==> config.mk <==
export PLATFORM = sky130hd
export DESIGN_NAME = seq_div_flat
export DESIGN_NICKNAME = d
export VERILOG_FILES = /design/src/rtl/seq_div_if.sv /design/src/rtl/seq_div.sv /design/src/flat_wrapper.sv
export SDC_FILE = /design/constraint.sdc
export NUM_CORES = 1
export LEC_CHECK = 0
export CAP_MARGIN = 20
export CORE_UTILIZATION = 57
export DETAILED_ROUTE_END_ITERATION = 12
export PLACE_DENSITY = 0.83
export SYNTH_ARGS = -nofsm -noshare
export SYNTH_HDL_FRONTEND = slang
export SYNTH_SLANG_ARGS = --single-unit
==> constraint.sdc <==
create_clock -name clk -period 3.8 [get_ports clk]
set_input_delay 0.76 -clock clk [delete_from_list [all_inputs] [get_ports clk]]
set_output_delay 0.76 -clock clk [all_outputs]
set_load 0.01 [all_outputs]
==> src/rtl/seq_div_if.sv <==
// Handshake/operand bundle for the sequential signed divider.
// The dz flag is only carried when SEQ_DIV_DZ_EN is defined.
interface seq_div_if #(
   parameter int WIDTH = 8
);
   logic                    start;
   logic signed [WIDTH-1:0] x;
   logic signed [WIDTH-1:0] y;
   logic signed [WIDTH-1:0] q;
   logic signed [WIDTH-1:0] r;
   logic                    busy;
   logic                    valid;
`ifdef SEQ_DIV_DZ_EN
   logic                    dz;
`endif

   modport master (
      output start, x, y,
      input  q, r, busy, valid
`ifdef SEQ_DIV_DZ_EN
      , input dz
`endif
   );

   modport slave (
      input  start, x, y,
      output q, r, busy, valid
`ifdef SEQ_DIV_DZ_EN
      , output dz
`endif
   );
endinterface

==> src/rtl/seq_div.sv <==
// Sequential signed restoring divider, one quotient bit per cycle, truncating toward zero.
// Optional feature macro SEQ_DIV_DZ_EN: dz flag and a CALC-skipping divide-by-zero fast path.
module seq_div #(
   parameter int WIDTH = 8,
   parameter int CNTW  = $clog2(WIDTH) + 1
) (
   input  logic     clk,
   input  logic     rst,
   seq_div_if.slave bus
);

   typedef enum logic [2:0] {
      IDLE   = 3'b001,
      CALC   = 3'b010,
      FINISH = 3'b100
   } state_t;

   state_t state_reg, state_next;

   logic signed [WIDTH-1:0] x_reg;
   logic                    xs_reg;
   logic                    ys_reg;
   logic        [WIDTH-1:0] dvd_reg;
   logic        [WIDTH-1:0] dvs_reg;
   logic        [WIDTH-1:0] rem_reg;
   logic        [CNTW-1:0]  cnt_reg;
   logic signed [WIDTH-1:0] q_reg;
   logic signed [WIDTH-1:0] r_reg;
   logic                    dz_reg;

   // Magnitudes at WIDTH+1 bits so the most negative operand stays exact.
   logic [WIDTH:0] abs_x;
   logic [WIDTH:0] abs_y;
   logic [WIDTH:0] rem_sh;
   logic [WIDTH:0] trial;
   logic [WIDTH:0] rem_new;
   logic           q_bit;
   logic [WIDTH-1:0] q_mag;
   logic [WIDTH-1:0] r_mag;
   logic [WIDTH-1:0] q_fin;
   logic [WIDTH-1:0] r_fin;
   logic             last_step;
   logic             y_zero_in;

   always_comb begin
      abs_x = bus.x[WIDTH-1] ? -{bus.x[WIDTH-1], bus.x} : {bus.x[WIDTH-1], bus.x};
      abs_y = bus.y[WIDTH-1] ? -{bus.y[WIDTH-1], bus.y} : {bus.y[WIDTH-1], bus.y};
      y_zero_in = (bus.y == '0);
   end

   // One restoring step on {rem, dividend}.
   always_comb begin
      rem_sh  = {rem_reg, dvd_reg[WIDTH-1]};
      trial   = rem_sh - {1'b0, dvs_reg};
      q_bit   = ~trial[WIDTH];
      rem_new = q_bit ? trial : rem_sh;
      q_mag   = {dvd_reg[WIDTH-2:0], q_bit};
      r_mag   = rem_new[WIDTH-1:0];
      last_step = (cnt_reg == CNTW'(WIDTH - 1));
      if (dvs_reg == '0) begin
         q_fin = '1;
         r_fin = x_reg;
      end else begin
         q_fin = (xs_reg ^ ys_reg) ? -q_mag : q_mag;
         r_fin = xs_reg ? -r_mag : r_mag;
      end
   end

   always_comb begin
      state_next = state_reg;
      case (state_reg)
         IDLE: begin
            if (bus.start) begin
`ifdef SEQ_DIV_DZ_EN
               state_next = y_zero_in ? FINISH : CALC;
`else
               state_next = CALC;
`endif
            end
         end
         CALC:    if (last_step) state_next = FINISH;
         FINISH:  state_next = IDLE;
         default: state_next = IDLE;
      endcase
   end

   always_ff @(posedge clk or posedge rst) begin
      if (rst) state_reg <= IDLE;
      else     state_reg <= state_next;
   end

   always_ff @(posedge clk or posedge rst) begin
      if (rst) begin
         x_reg   <= '0;
         xs_reg  <= 1'b0;
         ys_reg  <= 1'b0;
         dvd_reg <= '0;
         dvs_reg <= '0;
         rem_reg <= '0;
         cnt_reg <= '0;
         q_reg   <= '0;
         r_reg   <= '0;
         dz_reg  <= 1'b0;
      end else begin
         case (state_reg)
            IDLE: begin
               // Operands track the inputs every IDLE edge; the start edge freezes them.
               x_reg   <= bus.x;
               xs_reg  <= bus.x[WIDTH-1];
               ys_reg  <= bus.y[WIDTH-1];
               dvd_reg <= abs_x[WIDTH-1:0];
               dvs_reg <= abs_y[WIDTH-1:0];
               rem_reg <= '0;
               cnt_reg <= '0;
`ifdef SEQ_DIV_DZ_EN
               if (bus.start && y_zero_in) begin
                  q_reg  <= '1;
                  r_reg  <= bus.x;
                  dz_reg <= 1'b1;
               end
`endif
            end
            CALC: begin
               dvd_reg <= q_mag;
               rem_reg <= r_mag;
               cnt_reg <= cnt_reg + 1'b1;
               if (last_step) begin
                  q_reg  <= q_fin;
                  r_reg  <= r_fin;
                  dz_reg <= (dvs_reg == '0);
               end
            end
            default: ;
         endcase
      end
   end

   assign bus.q     = q_reg;
   assign bus.r     = r_reg;
   assign bus.busy  = (state_reg != IDLE);
   assign bus.valid = (state_reg == FINISH);
`ifdef SEQ_DIV_DZ_EN
   assign bus.dz    = dz_reg;
`else
   // dz_reg only drives a port in the fast-path build; keep it visibly consumed.
   logic unused_dz;
   assign unused_dz = dz_reg;
`endif

endmodule

==> src/flat_wrapper.sv <==
// flat-port wrapper written by rule: the top's interface ports become plain ports
module seq_div_flat 
#(
   parameter int WIDTH = 8,
   parameter int CNTW  = $clog2(WIDTH) + 1
)
  (clk, rst, bus_start, bus_x, bus_y, bus_q, bus_r, bus_busy, bus_valid);
  seq_div_if #(.WIDTH(WIDTH)) bus_i ();
  input  logic clk;
  input  logic rst;
  input wire logic [$bits(bus_i.start)-1:0] bus_start;
  input wire logic [$bits(bus_i.x)-1:0] bus_x;
  input wire logic [$bits(bus_i.y)-1:0] bus_y;
  output wire logic [$bits(bus_i.q)-1:0] bus_q;
  output wire logic [$bits(bus_i.r)-1:0] bus_r;
  output wire logic [$bits(bus_i.busy)-1:0] bus_busy;
  output wire logic [$bits(bus_i.valid)-1:0] bus_valid;
  assign bus_i.start = bus_start;
  assign bus_i.x = bus_x;
  assign bus_i.y = bus_y;
  assign bus_q = bus_i.q;
  assign bus_r = bus_i.r;
  assign bus_busy = bus_i.busy;
  assign bus_valid = bus_i.valid;
  seq_div #(.WIDTH(WIDTH), .CNTW(CNTW)) u_core (.clk(clk), .rst(rst), .bus(bus_i));
endmodule
Yosys cells after proc, flatten, opt, wreduce, memory -nomap -nowiden --
Cells that the tools add are included.
Storage, ports and cells: flip-flop bits (word level) 57, bits of input ports 19, output and inout bits 18, logic and storage cells 42
Operators by class: $add $sub $neg 6, equal/unequal tests 7, mux-type cells 13, bitwise logic cells 2, reductions and logical operators 4
Operator list (number):
- 8-bit 2-to-1 mux | 7
- 8-bit negator | 4
- 8-bit one-hot mux with 2 select lines | 2
- 9-bit by 8-bit subtractor with 9-bit output | 1
- 8-bit logical NOT | 1
- 4-bit one-hot mux with 2 select lines | 1
- 3-bit 2-to-1 mux | 2
- 3-bit one-hot mux with 2 select lines | 1
- 4-bit by 1-bit adder with 4-bit output, second input constant | 1
- 4-bit by 3-bit == test with 1-bit output, second input constant | 1
- 2-bit AND reduction | 2
- 3-bit by 1-bit == test with 1-bit output, second input constant | 1
- 3-bit by 2-bit == test with 1-bit output, second input constant | 1
- 3-bit == test, second input constant | 1
- 3-bit by 1-bit != test with 1-bit output, second input constant | 1
- 2-bit by 1-bit != test with 1-bit output, second input constant | 1
- 2-bit != test, second input constant | 1
- 2-bit nonzero test | 1
- 1-bit inverter | 1
- 1-bit bitwise XOR | 1

Longest topological paths before layout --
word-level depth 5, gate-level depth with buffers 17, mapped depth without buffers 16

Least setup slack after synthesis --
Ideal clock, no wire load.
path type reg2reg, from register u_core.dvd_reg[7], to register u_core.r_reg[6], in the netlist u_core.bus.r[6], setup time 0.121 ns, data arrival time 3.270 ns, required time 3.679 ns, slack 0.409 ns, cell stages (with the launch flop) 17, path buffers 1, period minus slack after synthesis 3.391 ns, cells stage by stage dfrtp_1 -> inv_1 -> ha_1 -> inv_1 -> fa_1 -> a21o_1 -> a311oi_2 -> or3_1 -> buf_6 -> nand2_8 -> mux2i_1 -> ha_1 -> nand2_1 -> or3_1 -> o311ai_4 -> mux2i_1 -> nor2_1
Between the ends: word-level cells in the longest chain between the ends 5
Ends and longest elaborated chain:
- start, declared | line seq_div.sv:23 | logic [WIDTH-1:0] dvd_reg;
- start signal, assigned | line seq_div.sv:111 | dvd_reg <= abs_x[WIDTH-1:0];
- start signal, assigned | line seq_div.sv:124 | dvd_reg <= q_mag;
- 9-bit by 8-bit subtractor with 9-bit output | line seq_div.sv:54 | trial = rem_sh - {1'b0, dvs_reg};
- 8-bit 2-to-1 mux * | line seq_div.sv:56 | rem_new = q_bit ? trial : rem_sh;
- 8-bit negator | line seq_div.sv:65 | r_fin = xs_reg ? -r_mag : r_mag;
- 8-bit 2-to-1 mux * | line seq_div.sv:65
- 8-bit 2-to-1 mux * | line seq_div.sv:60 | if (dvs_reg == '0) begin
- end signal, assigned | line seq_div.sv:129 | r_reg <= r_fin;
- end, declared | line seq_div.sv:28 | logic signed [WIDTH-1:0] r_reg;
Every way passes the cells marked *; elsewhere a longest branch is shown, timed or not. A chain may end at the register's enable or synchronous reset.

Final worst setup path --
Same ends and word-level chain as after synthesis.

==> key figures <==
Worst setup path
  – Crit Reg-Reg Startpoint: u_core.dvd_reg[7]
  – CP Class: flop to flop
  – R2R Setup Slk: 0.18 ns
  – Worst EP required: 4.02 ns
  – CP Launch Point: u_core.dvd_reg[7]
  – Crit-path slowest cell: dfrtp_1
  – Terminus of the critical flop-to-flop path: u_core.bus.r[6]
  – Critical Path Sink: u_core.bus.r[6]
  – Crit path max fanout: 10
  – Buf/Inv on CP: 2
  – Worst r2r path cells: 15
  – Crit path cell chain: inv_1 -> ha_1 -> inv_1 -> fa_1 -> a21o_1 -> a311oi_4 -> o21ai_4 -> nand2_8 -> mux2i_4 -> ha_2 -> nand2_1 -> or3_1 -> o311ai_4 -> mux2i_1 -> nor2_1
  – Arr. time, crit path: 3.84 ns
  – Most used cell, CP: inv_1
  – Levels on crit path: 15
  – Worst path top cell family by delay: compound AO/OA/AOI/OAI gates
  – Crit start category: flop
  – Critical path's largest stage delay: 0.43 ns
  – CP Capture Type: flop

Placement
  – Placed Area: 3820 sq um
  – Final HPWL from detailed placement: 6100 um
  – RePlAce Congestion: 0.939
  – IO buf count: 36

Floorplanning
  – Core ar.: 5640 sq um
  – Die Width: 79.2 um
  – Number of core rows: 27
  – Initial Utilization: 60.2%
  – Die Ht: 79.2 um
  – Die area: 6270 sq um
  – Boundary Pins: 37

Detailed routing
  – Antenna-violating nets left: 0
  – Initial drt markers: 285
  – Average routed wire per standard cell: 16.9 um
  – Total number of vias: 2894
  – Vias per cell: 6.00
  – 1st-pass router iterations: 4
  – DR DRC count: 0
  – WL final: 8160 um

STA
  – Max Slew Vio Count: 0
  – Total negative slack: 0 ns
  – Slew margin rel.: 59.8%
  – Min cycle time layout: 3.62 ns
  – Final setup vio count: 0
  – Measured slew at the worst slew-check pin: 0.598 ns
  – Fmax: 0.276 GHz
  – Hold slack: 0.485 ns
  – Final clock skew: 0.0127 ns
  – Final Hold Viols: 0
  – Final Cycle Share: 95.3%

Final layout
  – Nets@finish: 442
  – Post-layout util: 70.0%
  – Commonest non-fill, non-tap cell in the layout: nand2_1
  – Most frequent cells in the layout: nand2_1 (56), dfrtp_1 (55), clkdlybuf4s50_1 (36)
  – Fin area: 3950 sq um
  – ANT cells: 0
  – # fillers: 433
  – P&R area growth vs syn: 16.2%
  – Fraction of layout cells with a size suffix above 1: 8.78%

GRT
  – Largest net degree at the start of global routing: 40
  – Overall routing resource usage: 28.5%
  – Vias in the first global route: 2754
  – Initial antenna violation count: 0
  – Overflow after GRT: 0
  – Wire length of the first global-routing pass: 13600 um

Clock network
  – Post-CTS setup buffers: 0
  – CTS tree: built
  – H-tree Lvls: 2
  – Root buffer cell: clkbuf_8
  – Cts bufs inserted: 5
  – Deepest clock path buffer count: 2
  – Clk_lat worst skew: 0.32 ns
  – Clock slew at reported path FFs: 0.10 ns
  – CTS Sinks: 56

Power
  – PnR Total Power: 3.03 mW
  – Worst VDD drop: 791 uV
  – Clk network pwr share: 11.1%
  – Sequential power share: 31.2%
  – Logic gate share of total power: 57.7%
  – P_sw: 1.44 mW
  – Pwr dens: 767 nW/um^2
  – Switching fraction of total power: 47.4%
  – P_leak: 1.75 nW
  – Internal power: 1.59 mW

Run
  – Max Cap Violations: 0

Logic synthesis
  – Async SR Flop Fraction: 100%
  – Ys Warns: 0
  – Register area share after synthesis: 41.3%
  – Register bit count reported by yosys: 56
  – Mapped Area: 3400 sq um
  – Yosys cell types: 59
  – Number of synthesized flops with an enable pin: 0
  – Syn nets: 409
  – Gate Count Post-Synth: 376
  – Synthesized area per cell: 9.03 sq um
  – Top_reg_cell synth: dfrtp_1

Worst hold path
  – HP Class: flop to flop
  – HP Start: u_core.x_reg[4]

Run status
  – Status: finished clean
## layout make-up
| cell class | count | area (sq um) | area share (%) |
|---|---|---|---|
| inverters | 22 | 82.6 | 2.09 |
| clock buffers | 6 | 72.6 | 1.84 |
| flip-flops and latches | 56 | 1400 | 35.5 |
| multi-input cells | 280 | 1870 | 47.3 |
| well taps | 72 | 90.1 | 2.28 |
| clock inverters | 2 | 13.8 | 0.349 |
| repair buffers | 44 | 420 | 10.6 |
## worst reg2reg max path, stage by stage, from the launching register on
cell and delay [ns]:
dfrtp_1 0.43, inv_1 0.08, ha_1 0.15, inv_1 0.05, fa_1 0.40, a21o_1 0.24
a311oi_4 0.39, o21ai_4 0.17, nand2_8 0.15, mux2i_4 0.26, ha_2 0.25, nand2_1 0.09
or3_1 0.37, o311ai_4 0.24, mux2i_1 0.22, nor2_1 0.05
## worst min-delay path by stage
stage / to / slack (ns) / cells past startpoint
4_1_cts: u_core.x_reg[4] / 0.49 / 2
5_1_grt: u_core.x_reg[3] / 0.51 / 2
3_3_place_gp: u_core.x_reg[4] / 0.46 / 2
3_5_place_dp: u_core.x_reg[4] / 0.47 / 2
2_1_floorplan: u_core.x_reg[3] / 0.45 / 2
6_report: u_core.x_reg[4] / 0.49 / 2
## logic make-up (layout without fill, tap and decap cells)
| logic type | after synthesis | count (layout) | share of synthesized area, % |
|---|---|---|---|
| compound gates | 101 | 101 | 20.3 |
| xor+xnor | 26 | 26 | 6.70 |
| fa+ha+maj | 14 | 14 | 5.38 |
| buf+inv | 40 | 74 | 4.94 |
| flops | 56 | 56 | 41.3 |
| mux | 9 | 9 | 3.06 |
| simple gates | 130 | 130 | 18.3 |
## what timing repair did
item | CTS | global route
setup endpoints to repair | 0 | 1
hold buffers | 0 | 0
gates resized for setup | 0 | 6
## per-layer routing
metal  routed length (um)  track usage, %  part of all wire, %
met5                    0               0                    0
met4                  127            7.82                  1.6
met3                  516            4.37                  6.3
met2                 3830            46.1                   47
met1                 3690            39.8                   45
## cell usage after synthesis, drive strengths merged (2+ instances only)
cell type / n / area share, %
a21o: 4 / 0.92
a21oi: 17 / 2.5
a22o: 3 / 0.77
a22oi: 10 / 2.2
a311oi: 2 / 0.70
a31o: 2 / 0.52
a31oi: 2 / 0.37
buf: 5 / 1.1
clkbuf: 13 / 1.4
dfrtp: 55 / 41
ha: 13 / 4.8
inv: 22 / 2.4
mux2i: 7 / 2.1
nand2: 57 / 6.8
nand2b: 6 / 1.1
nand3: 8 / 1.2
nand3b: 2 / 0.44
nand4: 4 / 0.74
nor2: 24 / 2.7
nor3: 8 / 1.2
nor3b: 2 / 0.44
nor4: 5 / 0.92
o21a: 4 / 0.88
o21ai: 36 / 5.4
o221ai: 2 / 0.52
o22ai: 3 / 0.55
o311ai: 2 / 1.3
o31ai: 4 / 0.88
o41ai: 4 / 1.3
or2: 2 / 0.37
or3: 7 / 1.4
xnor2: 11 / 2.8
xor2: 15 / 3.9
## power by group through the flow
stage | clock (mW) | sequential [mW] | combinational, mW
2_1_floorplan | 0 | 0.882 | 1.32
3_3_place_gp | 0 | 0.941 | 1.62
3_5_place_dp | 0 | 0.949 | 1.65
4_1_cts | 0.344 | 0.936 | 1.66
5_1_grt | 0.360 | 0.965 | 1.92
6_report | 0.337 | 0.943 | 1.75
## per-stage QoR
step	worst slack [ns]	std cells
after floorplan	0.409	376
after global placement	0.229	474
after detailed placement	0.0634	474
after CTS	0.0532	482
after global routing	-0.00183	482
final	0.178	482
(Power assumes the default switching activity.)
